<file path="src/rtl/uart_cmd_pkg.sv">
// Shared definitions for the UART command engine: opcodes, status codes,
// FSM states and the 64-bit command/response word layout.
package uart_cmd_pkg;

    localparam logic [7:0] OP_WRITE = 8'h01;
    localparam logic [7:0] OP_READ  = 8'h02;
    localparam logic [7:0] OP_PING  = 8'h03;

    localparam logic [7:0] ST_OK         = 8'h00;
    localparam logic [7:0] ST_BAD_OPCODE = 8'h01;
    localparam logic [7:0] ST_TIMEOUT    = 8'h02;

    typedef enum logic [1:0] {
        IDLE = 2'd0,
        BUS  = 2'd1,
        RESP = 2'd2
    } state_t;

    // code is the opcode in a command and the status in a response
    typedef struct packed {
        logic [7:0]  code;
        logic [7:0]  tag;
        logic [15:0] addr;
        logic [31:0] data;
    } cmd_word_t;

endpackage

</file>
<file path="src/rtl/uart_cmd_engine.sv">
// Executes 64-bit host commands as register-bus reads/writes/pings and
// returns one 64-bit response per command; one command in flight at a time.
module uart_cmd_engine
    import uart_cmd_pkg::*;
#(
    parameter int TIMEOUT_CYCLES = 255,
    parameter int CNT_W          = 16
) (
    input  logic             clk,
    input  logic             rst_n,
    input  logic [63:0]      s_axis_tdata,
    input  logic             s_axis_tvalid,
    output logic             s_axis_tready,
    output logic [63:0]      m_axis_tdata,
    output logic             m_axis_tvalid,
    input  logic             m_axis_tready,
    output logic [15:0]      reg_addr,
    output logic [31:0]      reg_wdata,
    output logic             reg_wr,
    output logic             reg_rd,
    input  logic [31:0]      reg_rdata,
    input  logic             reg_ack,
    output logic             busy,
    output logic [CNT_W-1:0] cmd_count,
    output logic [CNT_W-1:0] err_count
);

    localparam int TMR_W = (TIMEOUT_CYCLES > 1) ? $clog2(TIMEOUT_CYCLES) : 1;
    localparam logic [TMR_W-1:0] TMR_LAST = TMR_W'(TIMEOUT_CYCLES - 1);

    state_t           state_reg, state_next;
    cmd_word_t        cmd_in, cmd_reg, resp_reg;
    logic [TMR_W-1:0] timer_reg;
    logic [15:0]      reg_addr_reg;
    logic [31:0]      reg_wdata_reg;
    logic [CNT_W-1:0] cmd_count_reg, err_count_reg;
    logic             cmd_fire, resp_fire, op_bus, timer_done;

    assign cmd_in     = s_axis_tdata;
    assign cmd_fire   = s_axis_tvalid && s_axis_tready;
    assign resp_fire  = m_axis_tvalid && m_axis_tready;
    assign op_bus     = (cmd_in.code == OP_WRITE) || (cmd_in.code == OP_READ);
    assign timer_done = (timer_reg == TMR_LAST);

    always_ff @(posedge clk or negedge rst_n) begin
        if (!rst_n) state_reg <= IDLE;
        else        state_reg <= state_next;
    end

    always_comb begin
        state_next = state_reg;
        case (state_reg)
            IDLE:    if (cmd_fire) state_next = op_bus ? BUS : RESP;
            BUS:     if (reg_ack || timer_done) state_next = RESP;
            RESP:    if (m_axis_tready) state_next = IDLE;
            default: state_next = IDLE;
        endcase
    end

    // Handshake and strobe outputs decode the state directly so reset kills them at once
    always_comb begin
        s_axis_tready = (state_reg == IDLE);
        m_axis_tvalid = (state_reg == RESP);
        busy          = (state_reg != IDLE);
        reg_wr        = (state_reg == BUS) && (cmd_reg.code == OP_WRITE);
        reg_rd        = (state_reg == BUS) && (cmd_reg.code == OP_READ);
    end

    always_ff @(posedge clk or negedge rst_n) begin
        if (!rst_n) begin
            cmd_reg       <= '0;
            resp_reg      <= '0;
            timer_reg     <= '0;
            reg_addr_reg  <= '0;
            reg_wdata_reg <= '0;
        end else begin
            case (state_reg)
                IDLE: begin
                    if (cmd_fire) begin
                        cmd_reg   <= cmd_in;
                        timer_reg <= '0;
                        if (op_bus) begin
                            reg_addr_reg  <= cmd_in.addr;
                            reg_wdata_reg <= cmd_in.data;
                        end else if (cmd_in.code == OP_PING) begin
                            resp_reg <= '{ST_OK, cmd_in.tag, cmd_in.addr, cmd_in.data};
                        end else begin
                            resp_reg <= '{ST_BAD_OPCODE, cmd_in.tag, cmd_in.addr, 32'h0};
                        end
                    end
                end
                BUS: begin
                    // Ack is checked first so it wins over a simultaneous timeout
                    if (reg_ack) begin
                        resp_reg <= '{ST_OK, cmd_reg.tag, cmd_reg.addr,
                                      (cmd_reg.code == OP_READ) ? reg_rdata : cmd_reg.data};
                    end else if (timer_done) begin
                        resp_reg <= '{ST_TIMEOUT, cmd_reg.tag, cmd_reg.addr, 32'h0};
                    end else begin
                        timer_reg <= timer_reg + 1'b1;
                    end
                end
                default: ;
            endcase
        end
    end

    always_ff @(posedge clk or negedge rst_n) begin
        if (!rst_n) begin
            cmd_count_reg <= '0;
            err_count_reg <= '0;
        end else begin
            if (cmd_fire && !(&cmd_count_reg))
                cmd_count_reg <= cmd_count_reg + 1'b1;
            if (resp_fire && (resp_reg.code != ST_OK) && !(&err_count_reg))
                err_count_reg <= err_count_reg + 1'b1;
        end
    end

    assign m_axis_tdata = resp_reg;
    assign reg_addr     = reg_addr_reg;
    assign reg_wdata    = reg_wdata_reg;
    assign cmd_count    = cmd_count_reg;
    assign err_count    = err_count_reg;

endmodule

</file>
<file path="config.mk">
export PLATFORM = sky130hd
export DESIGN_NAME = uart_cmd_engine
export DESIGN_NICKNAME = d
export VERILOG_FILES = /design/src/rtl/uart_cmd_pkg.sv /design/src/rtl/uart_cmd_engine.sv
export SDC_FILE = /design/constraint.sdc
export NUM_CORES = 1
export LEC_CHECK = 0
export BUFFER_PORTS_ARGS = -buffer_cell sky130_fd_sc_hd__buf_2
export CORE_MARGIN = 2
export CORE_UTILIZATION = 48
export CTS_BUF_LIST = sky130_fd_sc_hd__clkbuf_16
export CTS_CLUSTER_SIZE = 28
export DETAILED_ROUTE_END_ITERATION = 6
export HOLD_SLACK_MARGIN = 0.12
export PLACE_DENSITY = 0.77
export SYNTH_ARGS = -nofsm -noshare
export SYNTH_HDL_FRONTEND = slang
export SYNTH_SLANG_ARGS = --single-unit
export TNS_END_PERCENT = 1
</file>
<file path="constraint.sdc">
create_clock -name clk -period 2 [get_ports clk]
set_clock_uncertainty 0.05 [all_clocks]
set_input_delay 0 -clock clk [delete_from_list [all_inputs] [get_ports clk]]
set_output_delay 0 -clock clk [all_outputs]
set_load 0.02 [all_outputs]
</file>
==> results.toml, run 1 <==
[detailed_routing]
wl_per_cell_um = 17.4
totalWireLength_um = 27900
detailed_routing_iteration_count_for_the_pre_antenna_repair_pass = 5
antenna_violation_net_count_after_detailed_routing = 0
via_per_inst = 5.49
drt_iter0_drcs = 561
route.detailed.drc = 0
detailed_route_via_count = 8821

[critical_path]
crit_path_class = "flop to output pin"
cp_cell_sequence = "nor4_4, buf_4, nand3_1, nor3b_1, buf_2"
max_stage_delay_ns = 0.41
worst_setup_path_start_kind = "flop"
cp_data_arrival_time_ns = 1.88
worst_path_max_delay_cell = "sky130_fd_sc_hd__dfrtp_1"
cp.required_ns = 1.95
worstPathMaxFanout = 2
endpoint_class_of_the_critical_path = "output pin"
reg2reg_depth = 5

[finish]
area_growth_syn_to_layout_pct = 35.0
largest_reg_flops = 64
final_cell_mix = "sky130_fd_sc_hd__nand2_1 (326), sky130_fd_sc_hd__buf_2 (242), sky130_fd_sc_hd__dfrtp_1 (212), sky130_fd_sc_hd__dlygate4sd3_1 (101), sky130_fd_sc_hd__a31oi_1 (86)"
finalNonFillerCells = 1606
finish.net_count = 1424
layout.cells.most_common = "sky130_fd_sc_hd__nand2_1"
final_design_area_no_fill_um2 = 13100
n_fill_cell = 1558
layout-drive-gt1-share_pct = 27.2

[clock_tree]
clock-sinks = 212
clock_tree_from_tritoncts = "built"
cts-root-to-sink-buffers = 3
root_buffer = "sky130_fd_sc_hd__clkbuf_16"
cts.htree.levels = 1
cts-buffers-inserted = 23
clk_lat_worst_skew_ns = 0.50
cts.clk_slew.worst_paths_ns = 0.06

[synthesis]
yosys_register_bits = 212
synth_largest_type_area_fraction_pct = 54.5
synth-warning-count = 0
synth_cell_types = 43
seq_area_frac_synth_pct = 54.5
cell_type_contributing_the_most_total_cell_area_after_synthesis = "sky130_fd_sc_hd__dfrtp_1"
synthCells = 983
yosys-top-cells-area = "sky130_fd_sc_hd__dfrtp_1 (54%), sky130_fd_sc_hd__nand2_1 (13%), sky130_fd_sc_hd__a31oi_1 (5.5%)"
syn-cell-area_um2 = 9730
syn_avg_cell_area_um2 = 9.90

[global_route]
global_route.overflow_total = 0
grt_use_total_pct = 26.2
first_global_vias = 8882
grt_max_degree = 66
grt_first_pass_wirelength_um = 45900
antenna_found_initial = 1

[floorplan]
boundaryPins = 250
fp.dieArea_um2 = 21400
design.core.area_um2 = 20000
fp.dieW_um = 146
floorplan.rows = 52
initial_core_util_pct = 48.6
dieHeight_um = 146

[hold_path]
hold-path-cell-count = 4
min-delay-path-class = "input pin to flop"

[placement]
detailed_place.area_um2 = 11400
detailedPlacementHpwl_um = 16800
place.detailed.instances = 1462
place_congestion = 0.825
port-buffer-count = 243

[pwr]
leakage_nw = 6.61
share_clk_of_total_power_pct = 33.4
intPower_mw = 8.27
power.density_nw_per_um2 = 910
power.combinational.fraction_pct = 21.2
irDropWorstVdd_mv = 0.768
sequentialPowerShare_pct = 45.4
net-switching-power_mw = 3.69
p_total_mw = 12.0
switching_part_of_the_total_power_pct = 30.8

[sta]
worst-slew-pin-transition_ns = 0.555
finalSetupViolCount = 0
hold_violations = 0
max_slew_headroom_pct = 63.0
achievable-frequency_mhz = 519
timing.final.crit_share_pct = 96.4
final-max-slew-violation-count = 0
grt_setup_unrepaired = "true"
finalCriticalPeriod_ns = 1.93
worst_hold_slack_ns = 0.206

[outcome]
status = "finished clean"

[flow_run]
cap_viol_max_count = 0
-- worst paths after layout --
check,to,slack [ns],startpoint
max in group asynchronous,cmd_count[14],0.63,rst_n
worst min-delay path,cmd_reg[53],0.21,s_axis_tdata[53]
worst max-delay path,reg_rd,0.07,cmd_reg[59]
worst min register to register,cmd_reg[48],0.42,cmd_reg[48]
worst max register to register,cmd_count[1],0.10,cmd_count[0]
min in group asynchronous,cmd_reg[24],0.54,rst_n
-- Yosys cell counts (all sizes together) --
cell type	count
ha	4
xnor2	3
o21ai	3
and3b	1
nor2b	2
or3	2
inv	7
nor2	17
nor4	6
mux2i	2
clkbuf	46
nand2b	1
buf	28
o211ai	14
nand2	328
dfrtp	212
and4bb	1
nor3b	7
and3	7
and4	2
a31oi	86
nor3	16
a21oi	4
mux2	84
o21a	1
o2111ai	1
or2	2
conb	1
and2	3
o31ai	2
xor2	30
or4	1
nand3	14
nand4	40
nor4b	5
-- what timing repair did --
| action | 4_1_cts | 5_1_grt |
|---|---|---|
| endpoints found under the hold margin | 397 | 0 |
| setup buffers | 1 | 0 |
| hold buffers | 101 | 0 |
| setup endpoints to repair | 2 | 10 |
| resized for setup | 0 | 4 |
-- power groups by stage --
| stage | Combinational [mW] | Sequential [mW] | Clock [mW] |
|---|---|---|---|
| global route | 2.77 | 5.52 | 4.25 |
| floorplan | 0.935 | 5.85 | 0 |
| detailed placement | 2.36 | 5.48 | 0 |
| finish | 2.54 | 5.43 | 3.99 |
| global placement | 2.30 | 5.45 | 0 |
| CTS | 2.53 | 5.41 | 4.06 |
-- logic make-up after synthesis --
kind of cell / count (synthesis) / share of synthesized area (%)
and+or+nand+nor: 455 / 20.7
xor gates and xnor gates: 33 / 2.97
other: 1 / 0.0385
buffers and inverters: 81 / 3.69
AOI/OAI and AO/OA: 111 / 7.29
adders and majority gates: 4 / 0.514
muxes: 86 / 10.3
DFF: 212 / 54.5
-- worst max-delay path, delay by kind of cell (launching register included) --
| family | cells | cell delay (ns) |
|---|---|---|
| flops | 1 | 0.41 |
| simple gates | 3 | 0.60 |
| buf+inv | 2 | 0.37 |
-- final cells by class --
cell class	instances	area, um^2	share of cell area, %
well taps	270	338	2.57
inverters	7	26.3	0.200
diodes	2	5.00	0.0381
repair buffers	380	2610	19.8
clock buffers	23	576	4.38
clock inverters	17	121	0.924
multi-input cells	695	4160	31.7
flip-flops and latches	212	5310	40.4
-- routing by layer --
| layer | part of all wire (%) | track usage (%) |
|---|---|---|
| met5 | 0 | 0 |
| met4 | 3.4 | 9.95 |
| met3 | 7.0 | 4.88 |
| met2 | 49 | 44.4 |
| met1 | 40 | 33.7 |
-- per-stage QoR --
stage	worst slack (ns)	utilization, %	setup TNS (ns)
4_1_cts	0.0334	65.4	0
3_5_place_dp	0.0865	56.9	0
3_3_place_gp	0.114	56.9	0
6_report	0.0728	65.6	0
2_1_floorplan	-0.0622	-	-1.17
5_1_grt	-0.0310	65.6	-0.0382
No activity file was read; power rests on OpenSTA's default activity.
==> run 2: changes to the inputs <==
Settings changed: RECOVER_POWER from default to 50.
==> run 2 against run 1 <==
  * Setup slack about the same
  * Global-route usage unchanged
  * Register-to-register slack is essentially flat
  * Fmax barely moved
  * Clock power barely moved
  * Via count grew 0.56%
  * First-iteration DRC count rose by 4.5%
  * Final cell count is essentially flat
  * Power decreased by 0.75%
  * Largest cell class unchanged
  * Highest routed layer unchanged
==> results.toml, run 2 (synthesis gave the netlist of run 1 again) <==
[sta]
setup_total_negative_slack_ns = 0
finalSetupViolCount = 0
finalCriticalPeriod_ns = 1.93
worst-slew-pin-transition_ns = 0.928
max_slew_headroom_pct = 38.1
worst_hold_slack_ns = 0.207
final-max-slew-violation-count = 0
hold_violations = 0
achievable-frequency_mhz = 519
grt_setup_unrepaired = "true"
timing.final.crit_share_pct = 96.4

[clock_tree]
clk_lat_worst_skew_ns = 0.50
cts.clk_slew.worst_paths_ns = 0.06
root_buffer = "sky130_fd_sc_hd__clkbuf_16"
clock-sinks = 212
cts.htree.levels = 1
cts-buffers-inserted = 23
cts-root-to-sink-buffers = 3
clock_tree_from_tritoncts = "built"

[detailed_routing]
route.detailed.drc = 0
antenna_violation_net_count_after_detailed_routing = 0
drt_iter0_drcs = 586
totalWireLength_um = 28100
detailed_routing_iteration_count_for_the_pre_antenna_repair_pass = 5
via_per_inst = 5.52
wl_per_cell_um = 17.5
detailed_route_via_count = 8870

[floorplan]
design.core.area_um2 = 20000
dieHeight_um = 146
initial_core_util_pct = 48.6
boundaryPins = 250
floorplan.rows = 52
fp.dieArea_um2 = 21400
fp.dieW_um = 146

[global_route]
antenna_found_initial = 1
grt_use_total_pct = 26.2
global_route.overflow_total = 0
grt_first_pass_wirelength_um = 45900
grt_max_degree = 66
first_global_vias = 8882

[finish]
final_design_area_no_fill_um2 = 12900
layout-drive-gt1-share_pct = 16.8
finish.net_count = 1424
post-route-util_pct = 64.6
finalNonFillerCells = 1607
final_cell_mix = "sky130_fd_sc_hd__nand2_1 (326), sky130_fd_sc_hd__dfrtp_1 (212), sky130_fd_sc_hd__clkbuf_1 (138), sky130_fd_sc_hd__buf_2 (105), sky130_fd_sc_hd__dlygate4sd3_1 (101)"
largest_reg_flops = 64
layout.cells.most_common = "sky130_fd_sc_hd__nand2_1"
area_growth_syn_to_layout_pct = 33.0

[pwr]
power.density_nw_per_um2 = 917
irDropWorstVdd_mv = 0.769
leakage_nw = 6.11

[critical_path]
endpoint_class_of_the_critical_path = "output pin"
reg2reg_depth = 5
worst_setup_path_start_kind = "flop"
crit_path_class = "flop to output pin"
cp_data_arrival_time_ns = 1.88
cp.required_ns = 1.95
worstPathMaxFanout = 2

[hold_path]
hold-path-cell-count = 4
min-delay-path-class = "input pin to flop"

[placement]
detailedPlacementHpwl_um = 16800
place.detailed.instances = 1462
port-buffer-count = 243
place_congestion = 0.825
detailed_place.area_um2 = 11400

[outcome]
status = "finished clean"

[flow_run]
cap_viol_max_count = 0
run 2: changes by cell type in the layout (fill, tap and decap cells not counted):
cell,before,now
sky130_fd_sc_hd__nor2_1,15,16
sky130_fd_sc_hd__buf_12,8,7
sky130_fd_sc_hd__nor2_4,2,1
sky130_fd_sc_hd__clkbuf_4,0,2
sky130_fd_sc_hd__buf_6,0,1
sky130_fd_sc_hd__clkbuf_1,0,138
sky130_fd_sc_hd__clkbuf_8,1,0
sky130_fd_sc_hd__buf_2,242,105
sky130_fd_sc_hd__buf_4,28,26
sky130_fd_sc_hd__diode_2,2,3
run 2: through the flow:
step / power, mW / setup slack (ns)
global placement: 7.76 / 0.114
floorplan: 6.78 / -0.0622
finish: 11.9 / 0.0724
CTS: 12.0 / 0.0334
global route: 12.5 / -0.0310
detailed placement: 7.84 / 0.0865
run 2: repair_timing:
item	CTS	global route
endpoints found under the hold margin	397	0
pin swaps	0	0
hold buffers	101	0
setup buffers	1	0
setup endpoints to repair	2	10
gates resized for setup	0	4
run 2: worst max-delay path: stages, from the launching register on:
cell                      delay (ns)
sky130_fd_sc_hd__dfrtp_1        0.41
sky130_fd_sc_hd__nor4_4         0.31
sky130_fd_sc_hd__buf_4          0.17
sky130_fd_sc_hd__nand3_1        0.08
sky130_fd_sc_hd__nor3b_1        0.21
sky130_fd_sc_hd__buf_2          0.20
run 2: report_power, final:
group          switching (mW)  leakage [nW]  total [mW]  internal, mW
registers               0.497          2.70        5.44          4.95
clock network            1.66         0.360        3.99          2.33
logic                    1.54          3.05        2.43         0.891
run 2: path summary, 6_finish.rpt:
check / startpoint / endpoint / slack [ns]
min in group asynchronous: rst_n / m_axis_tdata[14] / 0.69
worst max-delay path: cmd_reg[59] / reg_rd / 0.07
worst min-delay path: s_axis_tdata[53] / cmd_reg[53] / 0.21
max in group asynchronous: rst_n / state_reg[1] / 0.24
worst min register to register: cmd_reg[7] / cmd_reg[7] / 0.42
worst max register to register: cmd_count[0] / cmd_count[1] / 0.10
run 2: routing by layer:
| layer | track usage (%) | share of wire, % |
|---|---|---|
| met5 | 0 | 0 |
| met4 | 9.95 | 3.6 |
| met3 | 4.88 | 7.0 |
| met2 | 44.4 | 49 |
| met1 | 33.7 | 40 |
run 2: area by class of cell:
cell class | instances | area, um^2
diodes | 3 | 7.51
clock buffers | 23 | 576
clock inverters | 17 | 121
fillers | 1645 | 7100
inverters | 7 | 26.3
multi-input cells | 695 | 4150
flip-flops and latches | 212 | 5310
well taps | 270 | 338
repair buffers | 380 | 2420
